### src/rtl/output_port_arbiter.sv
// rtl/output_port_arbiter.sv - round-robin arbiter/sequencer for one NoC router output port.
// Define ARB_PKT_CNT_EN to add the 16-bit completed-transfer counter output pktCount.
module output_port_arbiter #(
  parameter int packetwidth = 55,
  parameter int portCount   = 5
) (
  input  logic                             clk,
  input  logic                             reset,
  input  logic [portCount-1:0]             req,
  input  logic [portCount*packetwidth-1:0] PacketIn,
  output logic [portCount-1:0]             gnt,
  output logic                             reqDnStr,
  input  logic                             gntDnStr,
  input  logic                             fullDnStr,
  output logic [packetwidth-1:0]           PacketOut,
`ifdef ARB_PKT_CNT_EN
  output logic [15:0]                      pktCount,
`endif
  output logic                             busy
);

  typedef enum logic {IDLE = 1'b0, SEND = 1'b1} state_t;

  localparam logic [3:0] PORTS = 4'(portCount);

  state_t                 state_q;
  logic [2:0]             rr_q;
  logic [2:0]             winner_q;
  logic [portCount-1:0]   gnt_q;
  logic                   req_dn_q;
  logic                   busy_q;
  logic [packetwidth-1:0] pkt_q;

  logic [2:0]             win_d;
  logic [3:0]             idx;
  logic                   found;
  logic [portCount-1:0]   onehot_d;
  logic [packetwidth-1:0] pkt_d;

  // Search starts just after the last winner, so it has lowest priority this round.
  always_comb begin
    win_d = '0;
    idx   = '0;
    found = 1'b0;
    for (int k = 1; k <= portCount; k++) begin
      idx = {1'b0, rr_q} + 4'(k);
      if (idx >= PORTS) idx = idx - PORTS;
      if (!found && req[idx[2:0]]) begin
        found = 1'b1;
        win_d = idx[2:0];
      end
    end
  end

  always_comb begin
    onehot_d        = '0;
    onehot_d[win_d] = 1'b1;
    pkt_d           = '0;
    for (int i = 0; i < portCount; i++) begin
      if (win_d == 3'(i)) pkt_d = PacketIn[i*packetwidth +: packetwidth];
    end
  end

`ifdef ARB_PKT_CNT_EN
  logic [15:0] pkt_cnt_q;
`endif

  always_ff @(posedge clk or negedge reset) begin
    if (!reset) begin
      state_q   <= IDLE;
      rr_q      <= 3'd4;
      winner_q  <= '0;
      gnt_q     <= '0;
      req_dn_q  <= 1'b0;
      busy_q    <= 1'b0;
      pkt_q     <= '0;
`ifdef ARB_PKT_CNT_EN
      pkt_cnt_q <= '0;
`endif
    end else begin
      gnt_q <= '0;
      case (state_q)
        IDLE: begin
          if ((|req) && !fullDnStr && found) begin
            gnt_q    <= onehot_d;
            pkt_q    <= pkt_d;
            winner_q <= win_d;
            req_dn_q <= 1'b1;
            busy_q   <= 1'b1;
            state_q  <= SEND;
          end
        end
        SEND: begin
          // Pointer advances only once the downstream FIFO has taken the packet.
          if (gntDnStr) begin
            req_dn_q  <= 1'b0;
            busy_q    <= 1'b0;
            rr_q      <= winner_q;
            state_q   <= IDLE;
`ifdef ARB_PKT_CNT_EN
            pkt_cnt_q <= pkt_cnt_q + 16'd1;
`endif
          end
        end
        default: state_q <= IDLE;
      endcase
    end
  end

  assign gnt       = gnt_q;
  assign reqDnStr  = req_dn_q;
  assign PacketOut = pkt_q;
  assign busy      = busy_q;
`ifdef ARB_PKT_CNT_EN
  assign pktCount  = pkt_cnt_q;
`endif

endmodule

### config.mk
export PLATFORM = sky130hd
export DESIGN_NAME = output_port_arbiter
export DESIGN_NICKNAME = d
export VERILOG_FILES = /design/src/rtl/output_port_arbiter.sv
export SDC_FILE = /design/constraint.sdc
export NUM_CORES = 1
export LEC_CHECK = 0
export CAP_MARGIN = 15
export CORE_ASPECT_RATIO = 0.7
export CORE_MARGIN = 2
export CORE_UTILIZATION = 36
export DETAILED_ROUTE_END_ITERATION = 16
export GPL_TIMING_DRIVEN = 1
export PLACE_DENSITY = 0.79
export SKIP_LAST_GASP = 1
export SYNTH_ARGS = -nofsm -noshare
export SYNTH_HDL_FRONTEND = slang
export SYNTH_SLANG_ARGS = --single-unit
### constraint.sdc
create_clock -name clk -period 4.6 [get_ports clk]
set_input_delay 0.69 -clock clk [delete_from_list [all_inputs] [get_ports clk]]
set_output_delay 0.69 -clock clk [all_outputs]
set_load 0.02 [all_outputs]
==> flow_summary.toml, run 1 <==
[run_status]
outcome = "complete, no violations"

[logic_synthesis]
ys.flop_type = "dfrtp_1"
synth.net_count = 1064
synth_area_sq_mm = 0.00623
syn_avg_cell_area_sq_um = 8.10
synth_edf_count = 0
ys_warn_count = 0
ys_async_sr_fraction = 1.00
ys_ff_latch = 68
ys_types = 61
yosysSeqAreaShare = 0.274
postSynthCellCount = 769

[worst_hold_path]
min_path_type = "input pin to async pin"

[floorplan]
die_w_um = 161
dieArea_sq_mm = 0.0184
io_pins = 346
design.core.area_sq_mm = 0.0171
start_util = 0.365
placementRows = 40
die_h_um = 114

[worst_setup_path]
worst_r2r_path_depth = 13
start_kind = "register"
r2r_start = "rr_q[1]"
r2r_slack_ns = 0.34
cp.arrival_ns = 4.50
cp_max_fo = 48
r2r-end = "PacketOut[9]"
worstSetupStartpoint = "rr_q[1]"
worst-endpoint-required_ns = 4.84
crit_path_end_kind = "register"
setup.worst_path.class = "register to register"

[job]
maxCapViolations = 0

[sta]
final.setup_skew_ns = 0.00721
min_period_ns = 4.26
maxSlewViolCount = 0
rsz0062_at_grt = "false"
setup_viol = 0
fmax_mhz = 235
post-route-period-util = 0.927
tightestPinTransition_ns = 0.983
tns_ns = 0
timing.slew.headroom = 0.344
hold_violations = 0

[route]
dr.pass1.iters = 6
via_count = 7332
viasPerCell = 5.57
drt_iter0_markers = 520
route.met2.wl_um = 12500
routed_wl_um = 26400
wl_per_cell_um = 20.0
ant_nets = 0
wl_met1_um = 11100
wl_met3_um = 2240
drc = 0
topRoutingLayerUsed = "met5"

[clocking]
cts_root_buf = "clkbuf_16"
clk_pin_slew_worst_paths_ns = 0.06
cts_max_level = 3
postCtsHoldBufs = 0
clock-sinks = 68
cts_resized = 0
cts_buffer_depth = 2
cts_buffers = 9
tritoncts = "yes"
clk_latency_ns = 0.33
postCtsSetupRepairBufs = 0

[finish]
antenna_cells = 0
area_growth_pct = 64.1
n_fill_cell = 1531
nets = 1376
fin_area_sq_mm = 0.0102
drive_gt1_frac = 0.0820

[global_routing]
first_global_vias = 7056
grt_pass1_wl_um = 40200
grt_max_degree = 102
grtUsageTotal = 0.281
antenna_found_initial = 1
overflow = 0

[placed_design]
placed_area_sq_mm = 0.00995
gp_congestion = 0.931
io_buffers = 345
dp_hpwl_um = 19700
==> Yosys cell counts (all sizes together) (2+ instances only) <==
library cell	instances	share of area
a21oi	118	0.097
a211oi	114	0.15
nand2	74	0.045
nor2	69	0.042
dfrtp	67	0.27
o21a	61	0.074
mux2i	59	0.095
buf	39	0.038
clkbuf	32	0.019
o21ai	21	0.017
ha	10	0.020
inv	9	0.0054
and3	8	0.0082
nand2b	7	0.0070
nor2b	7	0.0082
nor3	7	0.0056
a211o	4	0.0056
mux2	4	0.0072
nand3	4	0.0032
nor4	4	0.0064
o22ai	4	0.0040
or4	4	0.0060
a2111oi	3	0.0074
and2	3	0.0030
o211ai	3	0.0036
or2	3	0.0030
xnor2	3	0.0042
a311oi	2	0.0028
a31oi	2	0.0020
nand3b	2	0.0024
nand4	2	0.0020
nor3b	2	0.0024
o221ai	2	0.0028
o2bb2ai	2	0.0028
==> metrics by stage <==
step	cells	hold WS, ns	setup WS [ns]	utilization
after detailed placement	1301	0.474	0.381	0.583
after global routing	1317	0.526	0.0390	0.599
final	1317	0.487	0.337	0.599
after CTS	1317	0.495	0.382	0.599
after global placement	1301	0.467	0.498	0.583
after floorplan	769	0.394	0.270	-
==> how the worst max path moves through the flow <==
| stage | to |
|---|---|
| after global placement | PacketOut[9] |
| after CTS | PacketOut[51] |
| after global routing | PacketOut[9] |
| final | PacketOut[9] |
| after detailed placement | PacketOut[19] |
| after floorplan | PacketOut[31] |
==> area by class of cell <==
cell class / instances / area, sq um / share of cell area
well taps: 231 / 289 / 0.0283
clock buffers: 11 / 243 / 0.0238
inverters: 10 / 37.5 / 0.00367
clock inverters: 5 / 27.5 / 0.00269
repair buffers: 372 / 3740 / 0.366
flip-flops and latches: 68 / 1700 / 0.167
multi-input cells: 620 / 4180 / 0.409
==> state kept, by name, summed over array words and instances (netlist names) <==
name	cells
winner_q	3
PacketOut	55
rr_q	3
gnt	5
busy	1
state_q	1
==> worst max-delay path, cell delays in order (launching register included) <==
cell and delay, ns:
dfrtp_1 0.46, inv_1 0.20, ha_1 0.23, ha_1 0.38, a21boi_4 0.27, nor4_1 0.07
or4_4 0.55, o21ai_2 0.31, mux2i_1 0.18, a2111oi_4 0.59, nand2b_2 0.26, buf_12 0.26
a211oi_1 0.14, a211oi_1 0.22
==> cell families (layout without fill, tap and decap cells) <==
kind of cell             count (synthesis)  in the layout  share of synthesized area
multiplexers                            63             63                      0.102
AO/OA/AOI/OAI                          344            344                      0.386
XOR/XNOR                                 3              3                    0.00422
flip-flops                              68             68                      0.274
buffers and inverters                   81            398                     0.0633
AND/OR/NAND/NOR                        199            199                      0.148
adder cells (fa/ha/maj)                 11             11                     0.0233
==> layout by cell type (no fill, tap or decap), types with 7 or more instances in the layout <==
cell             count
nand2_1             74
mux2i_1             59
ha_1                10
a21oi_1            115
buf_12               7
and3_1               7
a211oi_2            21
clkbuf_16            9
buf_4               21
nor3_1               7
nor2_1              69
a211oi_1            93
clkdlybuf4s50_1    344
o21a_1              60
inv_1                9
o21ai_0             17
dfrtp_1             67
==> layer usage <==
metal,vias up,GRT usage
li1,3498,-
met1,3459,0.363
met2,343,0.474
met3,30,0.0702
met4,2,0.0690
met5,-,0
Power of run 1 is left out: the tool's default activity adds up to more than one toggle a clock period on the data nets, which glitch-free logic cannot reach.
==> inputs of run 2 (changes only) <==
Settings changed: CORE_AREA from default to 2 2 135 137, CORE_ASPECT_RATIO 0.7 to default, CORE_MARGIN 2 to default, CORE_UTILIZATION 36 to default, DIE_AREA from default to 0 0 137 139, PLACE_DENSITY 0.79 to 0.75.
Clock period 4.6 ns to 5.4 ns, I/O delays scaled along.
==> run 2 against run 1 <==
  * Flip-flop and latch count is the same
  * Highest routed layer is now met4
  * Non-clock buffer count shrank 4
  * Worst hold slack lost 0.0016 ns
  * Worst setup slack gained 0.51 ns
  * Register-to-register slack gained 0.51 ns
  * Sequential share of layout area is essentially flat
  * Count of clock-buffer cells in the layout is the same
  * Global-route usage shrank 0.99 points
  * Utilization shrank 2.0 points
  * Via count grew 0.59%
==> flow_summary.toml, run 2 (synthesis results as in run 1) <==
[worst_hold_path]
min_to = "winner_q[2]"
hold-path-cell-count = 1
min_from = "winner_q[2]"
min_path_type = "register to register"

[global_routing]
grt_max_degree = 88
overflow = 0
grtUsageTotal = 0.271
top_usage_layer = "met2"
global_route.usage.met3 = 0.0658
first_global_vias = 7125
grt_pass1_wl_um = 39900
antenna_found_initial = 0
use_met1 = 0.328
grtUsageMet2 = 0.458

[floorplan]
design.core.area_sq_mm = 0.0177
io_pins = 346
dieArea_sq_mm = 0.0190
die_h_um = 139
placementRows = 49
die_w_um = 137
start_util = 0.353

[worst_setup_path]
crit_path_end_kind = "register"
cp_max_fo = 13
start_kind = "register"
r2r_slack_ns = 0.85
r2r_start = "rr_q[1]"
worst_r2r_path_depth = 13
cp.arrival_ns = 4.78
r2r-end = "PacketOut[36]"
worst-endpoint-required_ns = 5.62
setup.worst_path.class = "register to register"

[route]
dr.pass1.iters = 5
routed_wl_um = 26500
wl_per_cell_um = 20.2
drc = 0
viasPerCell = 5.63
ant_nets = 0
drt_iter0_markers = 575
via_count = 7375

[sta]
fmax_mhz = 220
setup_viol = 0
rsz0062_at_grt = "false"
min_period_ns = 4.55
post-route-period-util = 0.843
tns_ns = 0
maxSlewViolCount = 0
tightestPinTransition_ns = 0.965
hold_violations = 0
final.setup_skew_ns = 0.00900
timing.slew.headroom = 0.357

[clocking]
cts_root_buf = "clkbuf_16"
cts_buffer_depth = 2
tritoncts = "yes"
cts_resized = 0
postCtsHoldBufs = 0
cts_max_level = 3
clk_pin_slew_worst_paths_ns = 0.06
clk_latency_ns = 0.36
cts_buffers = 9
clock-sinks = 68
postCtsSetupRepairBufs = 0

[finish]
layout_common_cells = "clkdlybuf4s50_1, a21oi_1, a211oi_1"
largest_reg_flops = 55
drive_gt1_frac = 0.0795
final_common_cell = "clkdlybuf4s50_1"
area_growth_pct = 64.0
nets = 1372
antenna_cells = 0

[placed_design]
dp_hpwl_um = 19400
io_buffers = 345
gp_congestion = 0.880

[job]
maxCapViolations = 0

[run_status]
outcome = "complete, no violations"
run 2: layout make-up:
type / instances / area [sq um]
well taps: 229 / 287
inverters: 10 / 37.5
flip-flops and latches: 68 / 1700
repair buffers: 368 / 3700
multi-input cells: 620 / 4180
fillers: 1619 / 7440
clock buffers: 11 / 253
clock inverters: 5 / 58.8
run 2: per-layer routing:
metal,vias to the layer above,share of wire
li1,3489,-
met1,3460,0.40
met2,375,0.48
met3,51,0.085
met4,0,0.031
met5,-,0
run 2: how the worst max path moves through the flow:
stage / depth (start not counted) / slack [ns] / endpoint / startpoint
2_1_floorplan: 17 / 1.07 / PacketOut[31] / rr_q[0]
3_3_place_gp: 13 / 0.93 / PacketOut[36] / rr_q[1]
3_5_place_dp: 13 / 0.89 / PacketOut[36] / rr_q[1]
4_1_cts: 13 / 0.87 / PacketOut[36] / rr_q[1]
5_1_grt: 13 / 0.47 / PacketOut[14] / rr_q[1]
6_report: 13 / 0.85 / PacketOut[36] / rr_q[1]
run 2: per-stage QoR:
| step | cells | hold slack (ns) | setup slack [ns] | instance area, sq um | util |
|---|---|---|---|---|---|
| after floorplan | 769 | 0.443 | 1.07 | 6230 | - |
| after global placement | 1295 | 0.460 | 0.927 | 9900 | 0.561 |
| after detailed placement | 1295 | 0.464 | 0.893 | 9900 | 0.561 |
| after CTS | 1311 | 0.483 | 0.871 | 10200 | 0.578 |
| after global routing | 1311 | 0.500 | 0.474 | 10200 | 0.578 |
| final | 1311 | 0.486 | 0.846 | 10200 | 0.578 |
run 2: worst max-delay path, cell delays in order (launching register included):
cell      delay [ns]
dfrtp_1         0.66
ha_1            0.29
inv_1           0.07
fa_1            0.51
or2_2           0.36
o21a_1          0.19
a32o_1          0.31
nor4_4          0.44
and3_2          0.35
nand3b_1        0.23
nand3_2         0.31
buf_4           0.28
a211oi_1        0.35
a211oi_2        0.08
Power of run 2 is left out for the same reason.
==> edit 1 (config.mk and constraints of run 2) <==
Build with the macro `ARB_PKT_CNT_EN` defined.
--- a/src/rtl/output_port_arbiter.sv
+++ b/src/rtl/output_port_arbiter.sv
@@ -1,5 +1,7 @@
 // rtl/output_port_arbiter.sv - round-robin arbiter/sequencer for one NoC router output port.
 // Define ARB_PKT_CNT_EN to add the 16-bit completed-transfer counter output pktCount.
+`define ARB_PKT_CNT_EN
+
 module output_port_arbiter #(
   parameter int packetwidth = 55,
   parameter int portCount   = 5
Formal check against the unedited RTL (old outputs only; new: pktCount): equivalent (Yosys induction, for registers that start in step).
==> edit 1 against run 2 <==
Clock skew barely moved; setup slack worse by 0.23 ns; count of clock-buffer cells in the layout is the same; sequential cell count grew 16; sequential share of layout area rose by 2.8 points; final area increased by 5.6%; routed wire length up 16%; highest routed layer unchanged; synthesized cell count rose by 11%; via count grew 14%; synthesized area rose by 8.0%; global-route usage rose by 4.2 points.
Power is not shown: default switching activity piles up to over one toggle a cycle in this logic, so the estimate is an artifact.
==> edit 1: results <==
group,metric,value,unit
detailed_routing,drt_iter0_markers,864,
detailed_routing,avgViaCountPerCell,6.07,
place,place_hpwl,21.9,mm
logic_synthesis,yosysMostFrequentCell,"o21ai_0",
global_routing,grt_use_total,31.3,%
logic_synthesis,seq_area_frac_synth,31.3,%
timing,skew,0.00944,ns
place,dp_slack,0.685,ns
global_routing,grt_max_degree,73,
layout,drive_above_1_share,5.79,%
global_routing,use_met2,50.6,%
global_routing,antenna_found_initial,3,
timing,relSlewSlack,51.1,%
detailed_routing,post_drt_wl_per_cell,22.2,microns
layout,nFillCells,1596,
global_routing,grt_first_pass_wirelength,46.3,mm
logic_synthesis,synth_area_per_cell,7.89,sq um
worst_setup_path,cp_max_fo,72,
detailed_routing,vias,8430,
place,gp_congestion,0.936,
cts,clkSlewWorstSetupHoldPaths,0.08,ns
logic_synthesis,synth_nets,1148,
logic_synthesis,synth_area_leaders,"dfrtp_1, a31oi_1, o21ai_0",
global_routing,met1_usage,39.8,%
layout,nNetsFinal,1449,
logic_synthesis,synth.distinct_cells,67,
status,status,"finished clean",
==> edit 1: layout make-up <==
| type | instances | area (sq um) | share of cell area [%] |
|---|---|---|---|
| antenna | 2 | 5.00 | 0.0464 |
| clock buffer | 11 | 253 | 2.34 |
| clock inverter | 5 | 43.8 | 0.406 |
| inverter | 9 | 33.8 | 0.313 |
| multi-input combinational | 665 | 4220 | 39.2 |
| sequential | 84 | 2100 | 19.5 |
| tap | 229 | 287 | 2.66 |
| timing repair buffer | 384 | 3830 | 35.6 |
==> edit 1: logic make-up after synthesis <==
kind of cell / synth area share, %
xor+xnor: 2.08
compound gates: 33.7
buf+inv: 6.90
simple gates: 21.8
flops: 31.3
mux: 1.93
fa+ha+maj: 2.34
==> edit 1: path summary, 6_finish.rpt <==
kind	start	endpoint	slack [ns]	depth (start not counted)
hold reg to reg	winner_q[0]$_DFFE_PN0P_	rr_q[0]$_DFFE_PN0P_	0.48	2
max in group asynchronous	reset	rr_q[2]$_DFFE_PN1P_	3.89	2
hold / removal	winner_q[0]$_DFFE_PN0P_	rr_q[0]$_DFFE_PN0P_	0.48	2
min in group asynchronous	reset	busy$_DFFE_PN0P_	0.49	1
setup reg to reg	rr_q[1]$_DFFE_PN0P_	PacketOut[44]$_DFFE_PN0P_	0.61	13
setup / recovery	rr_q[1]$_DFFE_PN0P_	PacketOut[44]$_DFFE_PN0P_	0.61	13
==> edit 1: per-stage QoR <==
stage | area, sq um | hold WS, ns
final | 10800 | 0.478
after global routing | 10800 | 0.498
after CTS | 10800 | 0.484
after detailed placement | 10500 | 0.474
after global placement | 10500 | 0.461
after floorplan | 6730 | 0.450
==> edit 1: critical path, stage by stage, from the launching register on <==
cell and delay [ns]:
dfrtp_1 0.58, inv_1 0.23, ha_1 0.23, ha_1 0.42, or2_2 0.35, o21ai_0 0.45, o2111ai_1 0.30, o21a_1 0.24
nor2_1 0.41, nor4_1 0.13, or4_4 0.67, buf_12 0.29, a31oi_1 0.22, a31oi_1 0.11
==> edit 1: routing by layer <==
metal	share of wire (%)	wire [microns]
met5	0	0
met3	9.5	2920
met1	39	12000
met4	3.6	1100
met2	48	14900
==> edit 2 (flow settings as in run 2) <==
Made on the original files. Reset style: synchronous (`reset`), changed in one clocked block.
--- a/src/rtl/output_port_arbiter.sv
+++ b/src/rtl/output_port_arbiter.sv
@@ -65,7 +65,7 @@
   logic [15:0] pkt_cnt_q;
 `endif
 
-  always_ff @(posedge clk or negedge reset) begin
+  always_ff @(posedge clk) begin
     if (!reset) begin
       state_q   <= IDLE;
       rr_q      <= 3'd4;
Formal check against the unedited RTL: differs if reset is asserted again (counterexample within 4 cycles, from zero or initial values and one cycle with reset low); with reset held inactive, the same outputs for 4 cycles.
==> edit 2 against run 2 <==
Hold slack better by 0.0076 ns; critical path type unchanged; cell count is 7.6% lower; first-iteration DRC count is 40% lower; clock skew is 0.0012 ns higher; sequential cell count stayed put; setup slack worse by 0.072 ns; synthesized area is 5.4% lower; final area is 4.3% lower; routed wire length is 11% lower.
Power is left out: it rests on default switching activity, and per cell area and clock period it moved more than threefold.
==> edit 2: results <==
group,metric,value,unit
logic_synthesis,synth_area_leaders,"dfxtp_1, mux2i_1, o221ai_1",
detailed_routing,drt_iter0_markers,347,
logic_synthesis,synthFlopType,"dfxtp_1",
place,place_hpwl,17.5,mm
worst_setup_path,start_kind,"flop",
worst_setup_path,worstPathArrival,4.83,ns
layout,drive_above_1_share,5.09,%
place,port_buffers,345,
layout,largest_reg_flops,55,
timing,tightest_slew,1.08,ns
timing,fin_crit,4.63,ns
cts,clkSlewWorstSetupHoldPaths,0.06,ns
worst_setup_path,cp_slowest_cell,"a2111oi_0",
logic_synthesis,seq_area_frac_synth,23.1,%
worst_setup_path,crit_end,"PacketOut[34]$_SDFFE_PN0P_",
cts,clock_latency,0.34,ns
cts,cts_root_buffer,"clkbuf_16",
detailed_routing,post-route-drc-count,0,
logic_synthesis,ys_top_cells_by_count,"mux2i_1, and2_1, dfxtp_1",
logic_synthesis,synth_xor_area_share,0.744,%
status,status,"finished clean",
cts,cts_buffers,9,
logic_synthesis,synth.distinct_cells,65,
worst_setup_path,cp_max_fo,25,
logic_synthesis,synthAdderAreaFrac,2.46,%
place,placed_area,9450,sq um
detailed_routing,first_pass_iters,5,
cts,cts_resized,0,
detailed_routing,post_drt_wl_per_cell,19.5,microns
logic_synthesis,synth_area_per_cell,8.75,sq um
layout,nFillCells,1620,
timing,fin_hold_ws,0.493,ns
worst_setup_path,reg2reg_depth,11,
timing,skew,0.0102,ns
worst_setup_path,r2r_start,"rr_q[1]$_SDFFE_PN0P_",
logic_synthesis,synthArstFlopShare,0,%
layout,nNetsFinal,1272,
place,dpl.cell_count,1195,
hold_path,hp-start,"busy$_SDFFE_PN0P_",
worst_setup_path,cp_slowest_stage_delay,0.71,ns
hold_path,hold_end,"busy$_SDFFE_PN0P_",
cts,postCtsSetupBuffers,0,
logic_synthesis,synth.area.mux_share,17.1,%
place,dp_slack,0.733,ns
cts,cts_buffer_depth,2,
place,gp_congestion,0.915,
worst_setup_path,cp_top_family,"compound AO/OA/AOI/OAI gates",
layout,ff_latch_area,1360,sq um
logic_synthesis,synth_nets,968,
hold_path,hold_depth,2,
global_routing,antenna_found_initial,1,
cts,h-tree-depth,3,
global_routing,grt_use_total,24.1,%
worst_setup_path,r2r_slack,0.77,ns
detailed_routing,vias,6642,
hold_path,hold_path_class,"flop to flop",
global_routing,grt_max_degree,68,
global_routing,grt_first_pass_wirelength,36.0,mm
detailed_routing,avgViaCountPerCell,5.48,
logic_synthesis,synth_compound_area_share,29.8,%
## edit 2: changes by cell type after synthesis, sizes merged, moves of 52 or more
cell,change
a211oi,-83
a21oi,-109
and2,+65
dfrtp,-67
dfxtp,+68
nand2,-52
o21a,-59
o221ai,+53
## edit 2: layer usage
| metal | vias to the layer above | track usage (%) | part of all wire [%] |
|---|---|---|---|
| met3 | 48 | 5.81 | 8.3 |
| li1 | 3213 | - | - |
| met1 | 3058 | 29.3 | 39 |
| met2 | 323 | 41.0 | 49 |
| met4 | 0 | 8.08 | 2.9 |
| met5 | - | 0 | 0 |
## edit 2: layout make-up
cell class                      count  area share (%)
Sequential cell                    68            13.9
Inverter                           10           0.384
Timing Repair Buffer              360            36.7
Antenna cell                        1          0.0256
Clock buffer                       10            2.44
Clock inverter                      6           0.896
Multi-Input combinational cell    528            42.7
Tap cell                          229            2.93
## edit 2: tightest hold or removal path, cell delays in order (launching register included)
cell      delay [ns]
dfxtp_1         0.33
nand2_1         0.06
a21boi_0        0.06
